File: src/rtl/fp_sum_ctrl.sv
// ----------------------------------------------------------------------------
// fp_sum_ctrl
//   Job sequencer for the 16-input FP adder tree with feedback accumulator.
//   A job (mode, beat count, FP32 bias) is accepted in IDLE. Beats are then
//   admitted one at a time. Each admitted beat pushes a token into a
//   fixed-latency token pipe. The pipe drives the accumulator save strobe and
//   decides when the tree result is registered and returned on sum_data.
//   Operand data never passes through this block; only the tree controls do.
//
// Ports
//   aclk, aresetn        clock, asynchronous active-low reset
//   job_start            start request, sampled only in IDLE
//   job_mode             0: one sum per beat, 1: accumulate all beats onto bias
//   job_beats            beats in the job (0 ignores the start)
//   job_bias             FP32 start value loaded into the accumulator (mode 1)
//   job_abort            kill the running job
//   job_busy             high from accepted start until back in IDLE
//   job_done             1-cycle pulse with the final sum_valid of a job
//   beat_valid/ready     beat handshake for the operands on the tree inputs
//   tree_*               control outputs to the adder tree / accumulator
//   tree_result          result_all from the tree
//   sum_valid            1-cycle pulse, sum_data holds a new result
//   sum_data             registered result, held until the next sum_valid
//   sum_last             marks the final sum of a job
//   fsm_state            current sequencer state, for observation
//
// Handshake: a beat transfers on a rising edge where beat_valid && beat_ready
//   are both high in the preceding cycle. beat_ready never depends on
//   beat_valid, and the requester must hold the operands stable until the
//   transfer happens.
// ----------------------------------------------------------------------------
module fp_sum_ctrl #(
    parameter int ADD_LAT = 1,
    parameter int BEAT_W  = 8
) (
    input  logic              aclk,
    input  logic              aresetn,
    input  logic              job_start,
    input  logic              job_mode,
    input  logic [BEAT_W-1:0] job_beats,
    input  logic [31:0]       job_bias,
    input  logic              job_abort,
    output logic              job_busy,
    output logic              job_done,
    input  logic              beat_valid,
    output logic              beat_ready,
    output logic              tree_clock_en,
    output logic              tree_acc_sign,
    output logic              tree_save_sign,
    output logic              tree_en_custom_last,
    output logic [31:0]       tree_custom_last,
    input  logic [31:0]       tree_result,
    output logic              sum_valid,
    output logic [31:0]       sum_data,
    output logic              sum_last,
    output logic [1:0]        fsm_state
);

    // Token index k is the token's position in cycle c+1+k, where c is the
    // accept cycle.
    localparam int SAVE_IDX = 5 * ADD_LAT - 1;  // accumulator save, cycle c+5L
    localparam int CAP0_IDX = 4 * ADD_LAT;      // mode 0 capture, cycle c+4L+1
    localparam int CAP1_IDX = 5 * ADD_LAT;      // mode 1 capture, cycle c+5L+1
    localparam int PIPE_LEN = CAP1_IDX + 1;
    localparam int GAP_W    = $clog2(ADD_LAT + 1);

    typedef enum logic [1:0] {
        S_IDLE  = 2'd0,
        S_LOAD  = 2'd1,
        S_RUN   = 2'd2,
        S_DRAIN = 2'd3
    } state_t;

    state_t              state_q, state_d;
    logic                mode_q;
    logic [BEAT_W-1:0]   rem_q;
    logic [31:0]         bias_q;
    logic [GAP_W-1:0]    gap_q;
    logic [PIPE_LEN-1:0] tok_v_q, tok_v_d;
    logic [PIPE_LEN-1:0] tok_last_q, tok_last_d;
    logic                sum_valid_q, sum_last_q;
    logic [31:0]         sum_data_q;

    logic start_ok;
    logic abort_now;
    logic accept;
    logic last_beat;
    logic capture;
    logic capture_last;

    assign start_ok  = job_start && (job_beats != '0);
    assign abort_now = job_abort && (state_q != S_IDLE);
    assign last_beat = (rem_q == BEAT_W'(1));

    // gap_q blocks the next mode-1 beat until the accumulator feedback
    // has consumed the previous one.
    assign beat_ready = (state_q == S_RUN) && (rem_q != '0) && (gap_q == '0) && !job_abort;
    assign accept     = beat_valid && beat_ready;

    // Mode 1 only returns the final token; intermediate ones just save.
    assign capture      = mode_q ? (tok_v_q[CAP1_IDX] && tok_last_q[CAP1_IDX]) : tok_v_q[CAP0_IDX];
    assign capture_last = mode_q ? 1'b1 : tok_last_q[CAP0_IDX];

    // Next-state and token-pipe logic.
    always_comb begin
        state_d    = state_q;
        tok_v_d    = {tok_v_q[PIPE_LEN-2:0], accept};
        tok_last_d = {tok_last_q[PIPE_LEN-2:0], accept && last_beat};

        // Mode 0 tokens retire at their capture point so DRAIN ends on time.
        if (!mode_q) begin
            tok_v_d[CAP0_IDX+1]    = 1'b0;
            tok_last_d[CAP0_IDX+1] = 1'b0;
        end

        case (state_q)
            S_IDLE: begin
                if (start_ok) begin
                    state_d = job_mode ? S_LOAD : S_RUN;
                end
            end
            S_LOAD: begin
                state_d = S_RUN;
            end
            S_RUN: begin
                if (accept && last_beat) begin
                    state_d = S_DRAIN;
                end
            end
            S_DRAIN: begin
                if (tok_v_q == '0) begin
                    state_d = S_IDLE;
                end
            end
            default: state_d = S_IDLE;
        endcase

        if (abort_now) begin
            state_d    = S_IDLE;
            tok_v_d    = '0;
            tok_last_d = '0;
        end
    end

    always_ff @(posedge aclk or negedge aresetn) begin
        if (!aresetn) begin
            state_q     <= S_IDLE;
            mode_q      <= 1'b0;
            rem_q       <= '0;
            bias_q      <= '0;
            gap_q       <= '0;
            tok_v_q     <= '0;
            tok_last_q  <= '0;
            sum_valid_q <= 1'b0;
            sum_last_q  <= 1'b0;
            sum_data_q  <= '0;
        end else begin
            state_q    <= state_d;
            tok_v_q    <= tok_v_d;
            tok_last_q <= tok_last_d;

            if ((state_q == S_IDLE) && start_ok) begin
                mode_q <= job_mode;
                rem_q  <= job_beats;
                bias_q <= job_bias;
            end else if (abort_now) begin
                rem_q <= '0;
            end else if (accept) begin
                rem_q <= rem_q - BEAT_W'(1);
            end

            if (abort_now) begin
                gap_q <= '0;
            end else if (accept && mode_q) begin
                gap_q <= GAP_W'(ADD_LAT);
            end else if (gap_q != '0) begin
                gap_q <= gap_q - GAP_W'(1);
            end

            sum_valid_q <= capture && !abort_now;
            sum_last_q  <= capture && capture_last && !abort_now;
            if (capture && !abort_now) begin
                sum_data_q <= tree_result;
            end
        end
    end

    assign fsm_state           = state_q;
    assign job_busy            = (state_q != S_IDLE);
    assign tree_clock_en       = (state_q != S_IDLE);
    assign tree_acc_sign       = mode_q && (state_q != S_IDLE);
    assign tree_en_custom_last = (state_q == S_LOAD);
    assign tree_custom_last    = (state_q == S_LOAD) ? bias_q : 32'h0;
    assign tree_save_sign      = (state_q == S_LOAD)
                               || ((state_q != S_IDLE) && mode_q && tok_v_q[SAVE_IDX]);

    assign sum_valid = sum_valid_q;
    assign sum_data  = sum_data_q;
    assign sum_last  = sum_last_q;
    // A final sum that coincides with an abort is still delivered, but the
    // job is not reported as done.
    assign job_done  = sum_last_q && !job_abort;

endmodule

File: config.mk
export PLATFORM = sky130hd
export DESIGN_NAME = fp_sum_ctrl
export DESIGN_NICKNAME = d
export VERILOG_FILES = /design/src/rtl/fp_sum_ctrl.sv
export SDC_FILE = /design/constraint.sdc
export NUM_CORES = 1
export LEC_CHECK = 0
export ABC_AREA = 0
export CAP_MARGIN = 30
export CORE_MARGIN = 2
export CORE_UTILIZATION = 44
export DETAILED_ROUTE_END_ITERATION = 6
export PLACE_DENSITY = 0.81
export SLEW_MARGIN = 5
export SYNTH_ARGS = -nofsm -noshare
export SYNTH_HDL_FRONTEND = slang
export SYNTH_SLANG_ARGS = --single-unit
File: constraint.sdc
create_clock -name aclk -period 2.3 [get_ports aclk]
set_input_delay 0.46 -clock aclk [delete_from_list [all_inputs] [get_ports aclk]]
set_output_delay 0.46 -clock aclk [all_outputs]
set_load 0.01 [all_outputs]
==> results of run 1 <==
==> per-stage QoR <==
stage / hold WS, ns / cells / utilization
2_1_floorplan: 0.164 / 293 / -
3_3_place_gp: 0.357 / 562 / 0.659
3_5_place_dp: 0.358 / 562 / 0.659
4_1_cts: 0.471 / 581 / 0.682
5_1_grt: 0.499 / 583 / 0.686
6_report: 0.470 / 583 / 0.686
==> per-layer routing <==
| metal | routed length (um) | track usage | share of wire | up-vias |
|---|---|---|---|---|
| met5 | 0 | 0 | 0 | - |
| met4 | 221 | 0.0653 | 0.023 | 0 |
| met3 | 584 | 0.0523 | 0.061 | 24 |
| met2 | 4790 | 0.339 | 0.50 | 125 |
| met1 | 3920 | 0.243 | 0.41 | 1473 |
| li1 | - | - | - | 1381 |
==> power groups by stage <==
stage                     Combinational, mW  Clock (mW)  Sequential, mW
after global routing                   3.28        1.19            2.67
final                                  3.04        1.09            2.57
after floorplan                        1.43           0            2.65
after CTS                              3.05        1.13            2.58
after detailed placement               3.14           0            2.61
after global placement                 3.06           0            2.56
==> timing repair <==
item / CTS / global route
endpoints found under the hold margin: 19 / 0
endpoints found under the setup margin: 38 / 5
buffers inserted: 2 / 1
resized for setup: 40 / 6
hold buffers: 1 / 0
==> registers in the layout (all words and copies together) (netlist names), 2 cells and up <==
name	count
tok_v_q	6
rem_q	8
bias_q	32
fsm_state	2
tok_last_q	6
sum_data	32
==> cells in the final DEF (no fill, tap or decap), types with 4 or more instances in the layout <==
cell | netlist | layout
sky130_fd_sc_hd__a22o_1 | 6 | 6
sky130_fd_sc_hd__and2_1 | 41 | 41
sky130_fd_sc_hd__buf_12 | 0 | 4
sky130_fd_sc_hd__buf_4 | 1 | 24
sky130_fd_sc_hd__clkbuf_8 | 0 | 9
sky130_fd_sc_hd__clkdlybuf4s50_1 | 0 | 115
sky130_fd_sc_hd__dfrtp_1 | 90 | 90
sky130_fd_sc_hd__dlygate4sd2_1 | 0 | 34
sky130_fd_sc_hd__ha_1 | 6 | 4
sky130_fd_sc_hd__inv_1 | 7 | 6
sky130_fd_sc_hd__mux2_2 | 66 | 66
sky130_fd_sc_hd__nand3_1 | 4 | 4
sky130_fd_sc_hd__nor2_1 | 7 | 7
sky130_fd_sc_hd__or4_1 | 4 | 4
==> final cells by class <==
type,count,share of cell area
flip-flops and latches,90,0.378
repair buffers,180,0.292
inverters,7,0.00441
well taps,108,0.0227
clock inverters,6,0.0124
multi-input cells,182,0.269
clock buffers,10,0.0214
==> logic make-up (layout without fill, tap and decap cells) <==
group | Yosys count | after routing | share of synthesized area
flip-flops | 90 | 90 | 0.575
AND/OR/NAND/NOR | 77 | 77 | 0.124
multiplexers | 68 | 68 | 0.195
AO/OA/AOI/OAI | 28 | 28 | 0.0553
buffers and inverters | 21 | 203 | 0.0249
adder cells (fa/ha/maj) | 6 | 6 | 0.0192
XOR/XNOR | 3 | 3 | 0.00671
==> worst max-delay path: stages (launching register included) <==
cell and delay, ns:
sky130_fd_sc_hd__dfrtp_1 0.37, sky130_fd_sc_hd__buf_4 0.13, sky130_fd_sc_hd__ha_4 0.16, sky130_fd_sc_hd__buf_12 0.16, sky130_fd_sc_hd__clkdlybuf4s50_1 0.55
==> worst max path at each step <==
stage,from,endpoint,slack [ns],cells past startpoint
floorplan,fsm_state[0]$_DFFE_PN0P_,sum_data[0]$_DFFE_PN0P_,0.16,7
global placement,job_abort,sum_data[0]$_DFFE_PN0P_,-0.14,4
detailed placement,job_abort,sum_data[26]$_DFFE_PN0P_,-0.23,4
CTS,fsm_state[1]$_DFFE_PN0P_,tree_custom_last[6],-0.05,5
global route,rem_q[0]$_DFFE_PN0P_,beat_ready,0.02,5
finish,fsm_state[0]$_DFFE_PN0P_,tree_en_custom_last,0.12,4
==> out/qor_table.md, run 1 <==
| Item | Reported |
|:---|:---|
| Status | finished clean |
| DRC violations left | 0 |
| Design Power | 6.70 mW |
| Data required, critical path | 1.84 ns |
| Layout cell share with drive strength beyond 1 | 0.251 |
| Pin slew with the least headroom to its limit | 0.364 ns |
| Maximum resistive drop on vdd | 554 uV |
| Data arrival, critical path | 1.72 ns |
| Remaining max-slew budget at the tightest pin | 0.751 |
| Netlist area before placement | 3920 sq um |
| Type of element capturing the critical path | output pin |
| Slew Limit Fails | 0 |
| Largest cells by area after synthesis | sky130_fd_sc_hd__dfrtp_1, sky130_fd_sc_hd__mux2_2, sky130_fd_sc_hd__and2_1, sky130_fd_sc_hd__ha_1, sky130_fd_sc_hd__a22o_1 |
| Placed inst area | 5720 sq um |
| Core area | 8680 sq um |
| HPWL after DPL | 7020 um |
| Number of nets in the layout | 554 |
| CTS tree | yes |
| Top fanout value on the critical path | 33 |
| Leading area contributor after synthesis | sky130_fd_sc_hd__dfrtp_1 |
| Clock root buffer | sky130_fd_sc_hd__clkbuf_8 |
| Final hold viol count | 0 |
| Maximum number of pins on one net before global-route repair | 41 |
| Sink of the worst hold path | tok_last_q[3]$_DFF_PN0_ |
| Total area of sequential cells | 2250 sq um |
| Seq pwr share | 0.384 |
| Worst slack, placed | -0.226 ns |
| Number of H-tree branching levels | 3 |
| Commonest cells in the synthesized netlist | sky130_fd_sc_hd__dfrtp_1, sky130_fd_sc_hd__mux2_2, sky130_fd_sc_hd__and2_1 |
| Sw frac | 0.325 |
| Post-synthesis async set-or-reset flop share | 1.00 |
| Die Width | 98.3 um |
| Endpoint of the worst-slack reg-to-reg timing path | fsm_state[0]$_DFFE_PN0P_ |
| Clk sinks | 90 |
| Routed via count divided by cell count | 5.15 |
| Global-route usage over all layers | 0.198 |
| Portion of total power attributed to the clock network | 0.163 |
| Fmax | 458 MHz |
| Floorplan die height | 98.3 um |
| Maximum clock path buffer count | 2 |
| Number of cells on the worst reg-to-reg path | 6 |
| Sequential element share of the synthesized area | 0.575 |
| Number of CTS-inserted buffers | 9 |
| Number of top-level pins | 153 |
| Worst Skew | 0.0116 ns |
| Final worst-path cycle share | 0.949 |
| Worst Setup Slack, final | 0.118 ns |
| 1st-iter DRT viols | 66 |
| Final ANT Viol Nets | 0 |
| Count of cells along the worst hold path | 1 |
| DR WL/cell | 16.3 um |
| Category of the critical setup timing path | flop to output pin |
| Initial cell density of the core | 0.451 |
| Via count of the routed design | 3003 |
| Switching component of the power | 2.18 mW |
| Top-area cell type share of the netlist area | 0.575 |
| Filler instances | 667 |
| R2r startpoint | fsm_state[0]$_DFFE_PN0P_ |
| Number of enable flip-flop cells after synthesis | 0 |
| Cells after Synth | 293 |
| Weighted congestion reported at the end of routability-driven placement | 0.891 |
| Post-Syn Area per Cell | 13.4 sq um |
| Count leader, synth | sky130_fd_sc_hd__dfrtp_1 |
| Startpoint type of the worst setup path | flop |
| Cell-internal power | 4.52 mW |
| Combinational share of power | 0.453 |
| First-pass GRT wire length | 15300 um |
| Pwr/cell area | 1130 nW/um^2 |
| Synthesis warning total | 0 |
| Leakage component of the power | 2.76 nW |
| Final standard cell area without fillers | 5960 sq um |
| Count of buffers from port buffering | 152 |
| Grt total ovfl | 0 |
| Min Clock Period, post-route | 2.18 ns |
| Full die area | 9670 sq um |
| Reported max-cap violation count | 0 |
| Start point of the worst hold path | tok_last_q[2]$_DFF_PN0_ |
| Iteration count of the initial detailed-routing pass | 4 |
| Number of antenna violations at the first check in global routing | 0 |
| Flop-to-flop setup slack | 0.29 ns |
| Clk Latency, worst-skew pair | 0.35 ns |
| Antenna fix cells | 0 |
| Number of nets produced by synthesis | 377 |
| Standard-cell row count | 34 |
| Total setup violations reported at the end of the flow | 0 |
| Total wirelength of the detailed-routed design | 9520 um |
| Area of the multi-input gates | 1610 sq um |
| Main synth FF type | sky130_fd_sc_hd__dfrtp_1 |
| CTS clock-pin slew for the worst setup and hold paths | 0.09 ns |
| Distinct cell type count after synthesis | 45 |
| Area Overhead vs Synth | 52.2% |
| Register bit count reported by yosys | 90 |
| Fin Setup TNS | 0 ns |
| Unrepaired setup endpoints after global routing | false |
| Class of the tightest hold or removal check | flop to flop |
| Vias in the first global route | 3203 |
Note: power is estimated with default switching activity, not from simulation.
==> inputs of run 2 (changes only) <==
CORE_UTILIZATION = 63   (was 44)
DONT_BUFFER_PORTS = 1   (was unset)
PLACE_DENSITY = 0.79   (was 0.81)
SETUP_SLACK_MARGIN = 0.02   (was unset)
==> run 2 against run 1 <==
Net effect:
- the flow now finishes with violations (negative hold slack)
- maximum frequency is 0.18% lower
- first-iteration DRC count is 58% higher
- non-clock buffer count is 167 lower
- clock skew is 0.0027 ns lower
- sequential power is 7% higher
- hold slack worse by 0.67 ns
- critical path type unchanged
==> out/qor_table.md, run 2 (same netlist as run 1, synthesis figures left out) <==
| Item | Reported |
|:---|:---|
| Status | finished with violations |
| Failing checks | negative hold slack |
| Placed inst area | 4040 sq um |
| Number of nets in the layout | 387 |
| Number of cells on the worst reg-to-reg path | 7 |
| Total area of sequential cells | 2250 sq um |
| Number of CTS-inserted buffers | 9 |
| Routed via count divided by cell count | 6.13 |
| Via count of the routed design | 2343 |
| Grt total ovfl | 0 |
| Weighted congestion reported at the end of routability-driven placement | 0.842 |
| DR WL/cell | 20.3 um |
| Clk Latency, worst-skew pair | 0.34 ns |
| Die Width | 82.8 um |
| Core area | 5960 sq um |
| Maximum clock path buffer count | 2 |
| Clk sinks | 90 |
| First-pass GRT wire length | 13000 um |
| Clock root buffer | sky130_fd_sc_hd__clkbuf_8 |
| Max incr delay on CP | 0.40 ns |
| Portion of total power attributed to the clock network | 0.202 |
| Count of buffers from port buffering | 0 |
| Standard-cell row count | 28 |
| Category of the critical setup timing path | flop to output pin |
| Worst Skew | 0.00898 ns |
| Fmax | 457 MHz |
| Most common cell after layout, fill and taps aside | sky130_fd_sc_hd__dfrtp_1 |
| Min Clock Period, post-route | 2.19 ns |
| Total setup violations reported at the end of the flow | 0 |
| Area Overhead vs Synth | 9.52% |
| Number of top-level pins | 153 |
| Combinational share of power | 0.317 |
| Maximum number of pins on one net before global-route repair | 91 |
| Remaining max-slew budget at the tightest pin | 0.592 |
| Filler instances | 392 |
| Final standard cell area without fillers | 4290 sq um |
| Vias in the first global route | 2527 |
| Final hold viol count | 90 |
| Global-route usage over all layers | 0.238 |
| Commonest cells after routing, fill and taps aside | sky130_fd_sc_hd__dfrtp_1, sky130_fd_sc_hd__mux2_2, sky130_fd_sc_hd__and2_1 |
| CTS clock-pin slew for the worst setup and hold paths | 0.09 ns |
| Floorplan die height | 82.8 um |
| Maximum resistive drop on vdd | 703 uV |
| DRC violations left | 0 |
| Worst slack on hold paths | -0.201 ns |
| Initial cell density of the core | 0.657 |
| R2r startpoint | rem_q[0]$_DFFE_PN0P_ |
| Number of antenna violations at the first check in global routing | 0 |
| Top fanout value on the critical path | 6 |
| Reported max-cap violation count | 0 |
| Layout cell share with drive strength beyond 1 | 0.319 |
| Fin Setup TNS | 0 ns |
| Family with the most delay on the worst path | flip-flops |
| 1st-iter DRT viols | 104 |
| Crit path launch | rem_q[0]$_DFFE_PN0P_ |
| Full die area | 6860 sq um |
| CP max-delay cell | sky130_fd_sc_hd__dfrtp_1 |
| Slew Limit Fails | 0 |
| Class of the tightest hold or removal check | input port to asynchronous set/reset pin |
| HPWL after DPL | 5580 um |
| Sw frac | 0.343 |
| Endpoint of the worst-slack reg-to-reg timing path | rem_q[5]$_DFFE_PN0P_ |
| Worst-path cell chain | inv_1 > ha_1 > nor3b_1 > buf_4 > a211oi_2 |
| Type of element capturing the critical path | output pin |
| Seq pwr share | 0.481 |
| Final worst-path cycle share | 0.950 |
| Pin slew with the least headroom to its limit | 0.597 ns |
| Startpoint type of the worst setup path | flop |
| Leakage component of the power | 1.96 nW |
| Critical path buffer and inverter count | 2 |
| Pwr/cell area | 1330 nW/um^2 |
| Total wirelength of the detailed-routed design | 7770 um |
| Area of the multi-input gates | 1590 sq um |
| Cell-internal power | 3.75 mW |
| Unrepaired setup endpoints after global routing | false |
| Final ANT Viol Nets | 0 |
| Number of H-tree branching levels | 3 |
| Antenna fix cells | 0 |
| CTS tree | yes |
| Data required, critical path | 1.84 ns |
| Flop-to-flop setup slack | 0.22 ns |
| Data arrival, critical path | 1.73 ns |
| Iteration count of the initial detailed-routing pass | 4 |
| Switching component of the power | 1.96 mW |
-- run 2: cell types whose count changed in the layout (fill, tap and decap cells not counted), moves of 2 or more --
cell / previous run / this run
sky130_fd_sc_hd__ha_1: 4 / 6
sky130_fd_sc_hd__buf_4: 24 / 12
sky130_fd_sc_hd__dlygate4sd2_1: 34 / 0
sky130_fd_sc_hd__clkdlybuf4s50_1: 115 / 0
sky130_fd_sc_hd__buf_12: 4 / 1
-- run 2: cell type report --
class                           count  area share
Clock buffer                        9      0.0289
Clock inverter                      6      0.0213
Inverter                            7     0.00613
Multi-Input combinational cell    182       0.371
Sequential cell                    90       0.525
Tap cell                           75      0.0219
Timing Repair Buffer               13      0.0257
-- run 2: repair_timing --
action                                 in CTS  in global routing
setup endpoints to repair                   1                  1
pin swaps                                   0                  0
resized for setup                           1                  1
endpoints found under the hold margin      90                 90
buffers inserted                            0                  0
-- run 2: how the worst max path moves through the flow --
stage                          endpoint  slack (ns)  cells after the start
6_report                     beat_ready        0.11                      5
2_1_floorplan   sum_data[0]$_DFFE_PN0P_        0.16                      7
3_5_place_dp   sum_data[17]$_DFFE_PN0P_        0.12                      5
5_1_grt        fsm_state[0]$_DFFE_PN0P_        0.02                      6
4_1_cts                      beat_ready        0.11                      5
3_3_place_gp   sum_data[17]$_DFFE_PN0P_        0.20                      5
-- run 2: per-stage QoR --
step,total power [mW],cells,utilization,hold WS (ns),setup slack (ns)
2_1_floorplan,4.08,293,-,0.164,0.164
6_report,5.71,382,0.720,-0.201,0.114
5_1_grt,6.09,382,0.720,-0.228,0.0213
3_5_place_dp,4.57,366,0.678,0.166,0.122
3_3_place_gp,4.46,366,0.678,0.166,0.197
4_1_cts,5.74,381,0.715,-0.213,0.112
-- run 2: metal layers --
metal,up-vias,GRT usage,part of all wire
met2,101,0.399,0.51
met3,16,0.0537,0.061
met1,1178,0.303,0.41
li1,1048,-,-
met5,-,0,0
met4,0,0.0924,0.021
-- run 2: power groups by stage --
| stage | registers [mW] | clock network (mW) | logic, mW |
|---|---|---|---|
| after floorplan | 2.65 | 0 | 1.43 |
| after global placement | 2.74 | 0 | 1.72 |
| after detailed placement | 2.78 | 0 | 1.79 |
| after CTS | 2.75 | 1.18 | 1.81 |
| after global routing | 2.85 | 1.26 | 1.99 |
| final | 2.75 | 1.15 | 1.81 |
